===== config.mk =====
export PLATFORM = sky130hd
export DESIGN_NAME = risc16_mc_ctrl
export DESIGN_NICKNAME = d
export VERILOG_FILES = /design/src/rtl/risc16_mc_ctrl.sv
export SDC_FILE = /design/constraint.sdc
export NUM_CORES = 1
export LEC_CHECK = 0
export ABC_CLOCK_PERIOD_IN_PS = 2500
export BUFFER_PORTS_ARGS = -buffer_cell sky130_fd_sc_hd__clkbuf_2
export CAP_MARGIN = 20
export CORE_MARGIN = 2
export CORE_UTILIZATION = 45
export DETAILED_ROUTE_END_ITERATION = 6
export GPL_ROUTABILITY_DRIVEN = 1
export GPL_TIMING_DRIVEN = 0
export PLACE_DENSITY = 0.83
export RECOVER_POWER = 25
export SETUP_SLACK_MARGIN = 0.05
export SYNTH_ARGS = -nofsm -noshare
export SYNTH_HDL_FRONTEND = slang
export SYNTH_SLANG_ARGS = --single-unit
export TNS_END_PERCENT = 10

===== constraint.sdc =====
create_clock -name clk -period 2.5 [get_ports clk]
set_clock_uncertainty 0.2 [all_clocks]
set_input_delay 0.125 -clock clk [delete_from_list [all_inputs] [get_ports clk]]
set_output_delay 0.125 -clock clk [all_outputs]
set_load 0.01 [all_outputs]

===== src/rtl/risc16_mc_ctrl.sv =====
// risc16_mc_ctrl -- multi-cycle control sequencer for the RiSC-16 datapath.
//
// Each instruction is split into FETCH/DECODE/EXEC/MEM/WB steps so that one
// shared memory port serves both instruction fetch and data access.
//
// Ports:
//   clk, rst        clock (rising edge), asynchronous active-high reset
//   run             keep issuing instructions (sampled at boundaries / IDLE)
//   ir_opcode       IR[15:13], valid from DECODE onward
//   alu_zero        ALU result == 0
//   mem_ack         memory access complete (may coincide with mem_req)
//   mem_req/we/sel  memory request, write enable, address source (0 PC, 1 ALU)
//   ir_load         load IR from memory read data
//   pc_load/pc_src  PC load strobe and source (00 PC+1, 01 PC+imm, 10 regB)
//   reg_we/wb_src   register write enable and source (00 ALU, 01 mem, 10 PC)
//   alu_op          00 add, 01 nand, 10 pass imm<<6, 11 sub
//   alu_src_imm     ALU operand1: 0 regC, 1 immediate
//   state           current state encoding
//   retired         retired-instruction counter (wraps)
module risc16_mc_ctrl #(
    parameter int unsigned CNT_W = 16
) (
    input  logic             clk,
    input  logic             rst,
    input  logic             run,
    input  logic [2:0]       ir_opcode,
    input  logic             alu_zero,
    input  logic             mem_ack,
    output logic             mem_req,
    output logic             mem_we,
    output logic             mem_sel,
    output logic             ir_load,
    output logic             pc_load,
    output logic [1:0]       pc_src,
    output logic             reg_we,
    output logic [1:0]       wb_src,
    output logic [1:0]       alu_op,
    output logic             alu_src_imm,
    output logic [2:0]       state,
    output logic [CNT_W-1:0] retired
);

    typedef enum logic [2:0] {
        S_IDLE   = 3'd0,
        S_FETCH  = 3'd1,
        S_DECODE = 3'd2,
        S_EXEC   = 3'd3,
        S_MEM    = 3'd4,
        S_WB     = 3'd5
    } state_t;

    typedef enum logic [2:0] {
        OP_ADD  = 3'd0,
        OP_ADDI = 3'd1,
        OP_NAND = 3'd2,
        OP_LUI  = 3'd3,
        OP_SW   = 3'd4,
        OP_LW   = 3'd5,
        OP_BEQ  = 3'd6,
        OP_JALR = 3'd7
    } opcode_t;

    state_t           state_q, state_d;
    logic [CNT_W-1:0] retired_q, retired_d;
    logic             done;
    opcode_t          op;

    assign op = opcode_t'(ir_opcode);

    always_ff @(posedge clk or posedge rst) begin
        if (rst) begin
            state_q   <= S_IDLE;
            retired_q <= '0;
        end else begin
            state_q   <= state_d;
            retired_q <= retired_d;
        end
    end

    always_comb begin
        state_d     = state_q;
        done        = 1'b0;
        mem_req     = 1'b0;
        mem_we      = 1'b0;
        mem_sel     = 1'b0;
        ir_load     = 1'b0;
        pc_load     = 1'b0;
        pc_src      = 2'b00;
        reg_we      = 1'b0;
        wb_src      = 2'b00;
        alu_op      = 2'b00;
        alu_src_imm = 1'b0;

        // ALU controls held stable from DECODE through WB for the datapath.
        if (state_q == S_DECODE || state_q == S_EXEC ||
            state_q == S_MEM    || state_q == S_WB) begin
            case (op)
                OP_ADDI, OP_SW, OP_LW: alu_src_imm = 1'b1;
                OP_NAND:               alu_op      = 2'b01;
                OP_LUI: begin
                    alu_op      = 2'b10;
                    alu_src_imm = 1'b1;
                end
                OP_BEQ:                alu_op      = 2'b11;
                default: ;
            endcase
        end

        case (state_q)
            S_IDLE: begin
                if (run) state_d = S_FETCH;
            end
            S_FETCH: begin
                mem_req = 1'b1;
                if (mem_ack) begin
                    ir_load = 1'b1;
                    pc_load = 1'b1;
                    state_d = S_DECODE;
                end
            end
            S_DECODE: state_d = S_EXEC;
            S_EXEC: begin
                case (op)
                    OP_SW, OP_LW: state_d = S_MEM;
                    OP_BEQ: begin
                        pc_load = alu_zero;
                        pc_src  = 2'b01;
                        done    = 1'b1;
                    end
                    OP_JALR: begin
                        reg_we  = 1'b1;
                        wb_src  = 2'b10;
                        pc_load = 1'b1;
                        pc_src  = 2'b10;
                        done    = 1'b1;
                    end
                    default: state_d = S_WB;
                endcase
            end
            S_MEM: begin
                mem_req = 1'b1;
                mem_sel = 1'b1;
                mem_we  = (op == OP_SW);
                if (mem_ack) begin
                    if (op == OP_SW) done = 1'b1;
                    else             state_d = S_WB;
                end
            end
            S_WB: begin
                reg_we = 1'b1;
                wb_src = (op == OP_LW) ? 2'b01 : 2'b00;
                done   = 1'b1;
            end
            default: state_d = S_IDLE;
        endcase

        // run is only honoured at the instruction boundary.
        if (done) state_d = run ? S_FETCH : S_IDLE;
    end

    assign retired_d = retired_q + CNT_W'(done);
    assign state     = state_q;
    assign retired   = retired_q;

endmodule


==> summary.md <==
| Metric | Value |
|---|---|
| Clk_lat worst skew | 0.30 ns |
| Cell chain of the critical path | clkbuf_4 -> inv_2 -> ha_1 -> a41oi_1 -> nor2_2 -> ha_2 -> buf_4 -> and3_1 -> nand4_1 -> xnor2_1 |
| CTS tree | built |
| Root buf cell | clkbuf_4 |
| Wire per inst | 12.9 microns |
| Tmin final | 2.31 ns |
| CTS Sinks | 19 |
| Share of post-route cells with drive strength above 1 | 34.7% |
| Finish-stage setup viols | 0 |
| Design area | 1360 sq um |
| Setup WS pre-CTS | -0.00232 ns |
| CTS Buffer Depth | 2 |
| Initial antenna violation count | 0 |
| Synthesized Nets | 114 |
| Vias after detailed routing | 928 |
| Synthesized area | 1060 sq um |
| WP data arrival | 2.30 ns |
| Port Buffers | 38 |
| Status | complete, no violations |
| Pin count of the biggest net entering global routing | 20 |
| Vias in the first global route | 834 |
| DR DRC count | 0 |
| Hold WC Path Type | in2reg |
| Die H | 52.4 microns |
| Routed vias/inst | 5.21 |
| Final worst-path cycle share | 92.3% |
| Gpl congestion | 0.785 |
| #FFs+latches synth | 19 |
| Worst slew pin tran | 0.662 ns |
| RSZ-0062 raised after global routing | no |
| CP Class | reg2reg |
| TritonCTS Buffers | 3 |
| Die W | 52.4 microns |
| FMAX | 433 MHz |
| Leak pwr | 0.674 nW |
| HPWL Detailed | 1750 microns |
| GR Overflow Total | 0 |
| Synth-to-Final Area Change | 28.8% |
| Final worst slack | 0.193 ns |
| Worst Path Max Fanout | 9 |
| CP startpoint kind | register |
| ANT cells | 0 |
| Max-Slew Margin vs Limit | 55.8% |
| Number of iterations in the first detailed-routing pass | 4 |
| Final Slew Violations | 0 |
| Fillers | 196 |
| CP peak stage delay | 0.40 ns |
| Total wire length | 2300 microns |
| Mean Syn Cell Area | 10.3 sq um |
| Warnings from Yosys | 0 |
| # rows | 17 |
| Max Cap Viol | 0 |
| Power per Cell Area | 804 nW/um^2 |
| Core region area | 2210 sq um |
| First-pass GRT wire length | 3660 microns |
| Initial detailed-routing violation count | 12 |
| Global Route Usage Sum | 18.1% |
| Clock-pin slew on the worst setup and hold paths | 0.11 ns |
| Mapped Cells | 103 |
| Setup crit end kind | register |
| Count of final hold-check violations | 0 |
| VDD IR max | 531 uV |
| DP Area | 1280 sq um |
| Max H-tree Level | 1 |
| Die footprint | 2750 sq um |
| Critical path's slowest cell | dfrtp_1 |
| Fin Setup TNS | 0 ns |
| Required time of the critical path | 2.49 ns |
| # IOs | 40 |
| Seq/Total Area, Yosys | 45.0% |
| Detail Route Antenna Nets | 0 |
| Initial Utilization | 47.7% |
| # nets final | 162 |
| Synth unique cells | 32 |
[critical path: cells and delay by family (launching register included)]
family	cells	cell delay [ns]
adder cells (fa/ha/maj)	2	0.40
flip-flops	1	0.40
buffers and inverters	3	0.40
AO/OA/AOI/OAI	1	0.13
XOR/XNOR	1	0.14
AND/OR/NAND/NOR	3	0.54
[placed cells by master, fill, tap and decap left out, drive strengths merged]
cell type	count
xor2	2
nand3	7
nand4	3
nor2b	2
nand2	6
nor3b	1
xnor2	13
dfrtp	19
a21o	1
nor4	1
inv	2
clkinv	1
and2	3
ha	3
nand3b	1
clkbuf	42
a41oi	1
a21oi	3
a211oi	1
and4	4
o21ai	2
nor3	3
buf	7
a2bb2oi	1
and3	2
o221a	1
nor2	7
nand2b	6
dlygate4sd3	2
mux2	3
[per-layer routing]
layer / vias to the layer above / share of wire (%) / global-route usage, %
met5: - / 0 / 0
met4: 0 / 1.6 / 7.26
met3: 4 / 3.7 / 1.71
met1: 450 / 44 / 23.8
li1: 452 / - / -
met2: 22 / 51 / 30.4
[flip-flops by register name, indices dropped and copies added, names as in the netlist]
| register | cells |
|---|---|
| retired | 16 |
| state | 3 |
[stage by stage]
stage                     total power, mW  hold WS (ns)  utilization (%)  cells
final                                1.09        0.0804             61.5    178
after global placement              0.890        0.0321             57.9    169
after detailed placement            0.918        0.0383             57.9    169
after CTS                            1.09        0.0628             61.0    177
after floorplan                     0.736        -0.124                -    103
after global routing                 1.18        0.0974             61.5    178
[final cells by class]
type | count | area [sq um] | area share (%)
multi-input cells | 77 | 563 | 41.4
flip-flops and latches | 19 | 475 | 35.0
plain buffers | 5 | 30.0 | 2.21
repair buffers | 43 | 221 | 16.3
well taps | 28 | 35.0 | 2.58
clock buffers | 3 | 22.5 | 1.66
clock inverters | 1 | 5.00 | 0.368
inverters | 2 | 7.51 | 0.552
[path summary, 6_finish.rpt]
kind / cells after the start / endpoint / startpoint / slack, ns
setup / recovery: 10 / retired[9]$_DFF_PP0_ / state[1]$_DFFE_PP0P_ / 0.19
hold / removal: 4 / state[1]$_DFFE_PP0P_ / mem_ack / 0.08
hold reg to reg: 1 / retired[15]$_DFF_PP0_ / retired[15]$_DFF_PP0_ / 0.28
setup reg to reg: 10 / retired[9]$_DFF_PP0_ / state[1]$_DFFE_PP0P_ / 0.19
max in group asynchronous: 3 / retired[10]$_DFF_PP0_ / rst / 1.43
min in group asynchronous: 3 / retired[1]$_DFF_PP0_ / rst / 0.25
[synth_stat cells]
library cell  count  area (sq um)
nor3_1            3          15.0
nor2b_1           1          6.26
ha_1              3          37.5
nor4_1            1          6.26
xor2_1            2          17.5
nand3_1           7          35.0
nand2_1           6          22.5
buf_2             5          25.0
o21ai_0           2          10.0
and4_4            2          22.5
nor2b_2           1          8.76
nand3b_1          1          7.51
and4_1            2          17.5
nor2_2            1          6.26
o221a_1           1          11.3
a21oi_1           3          15.0
nor3b_2           1          12.5
and2_1            3          18.8
inv_1             2          7.51
nand2b_1          6          37.5
a2bb2oi_1         1          8.76
nor2_1            6          22.5
mux2_1            1          11.3
nand4_2           1          12.5
nand4_1           2          12.5
dfrtp_1          19           475
and3_1            2          12.5
xnor2_1          13           114
a211oi_1          1          7.51
a41oi_1           1          8.76
mux2_2            2          22.5
a21o_1            1          7.51
[power by group]
part | internal, mW | leakage, nW | switching, mW | total (mW)
sequential | 0.360 | 0.255 | 0.0610 | 0.421
combinational | 0.235 | 0.402 | 0.285 | 0.520
clock | 0.0596 | 0.0177 | 0.0933 | 0.153
total | 0.655 | 0.674 | 0.439 | 1.09
[kinds of logic after synthesis]
family	synth area share (%)
compound gates	6.52
xor+xnor	12.4
fa+ha+maj	3.55
buf+inv	3.08
flops	45.0
mux	3.20
simple gates	26.2
[what timing repair did]
action | CTS | global route
endpoints found under the hold margin | 20 | 0
hold buffers | 2 | 0
cloned | 0 | 0
resized for setup | 2 | 4
endpoints found under the setup margin | 4 | 8
pin swaps | 2 | 2
setup buffers | 2 | 1
No activity file was read; power rests on OpenSTA's default activity.
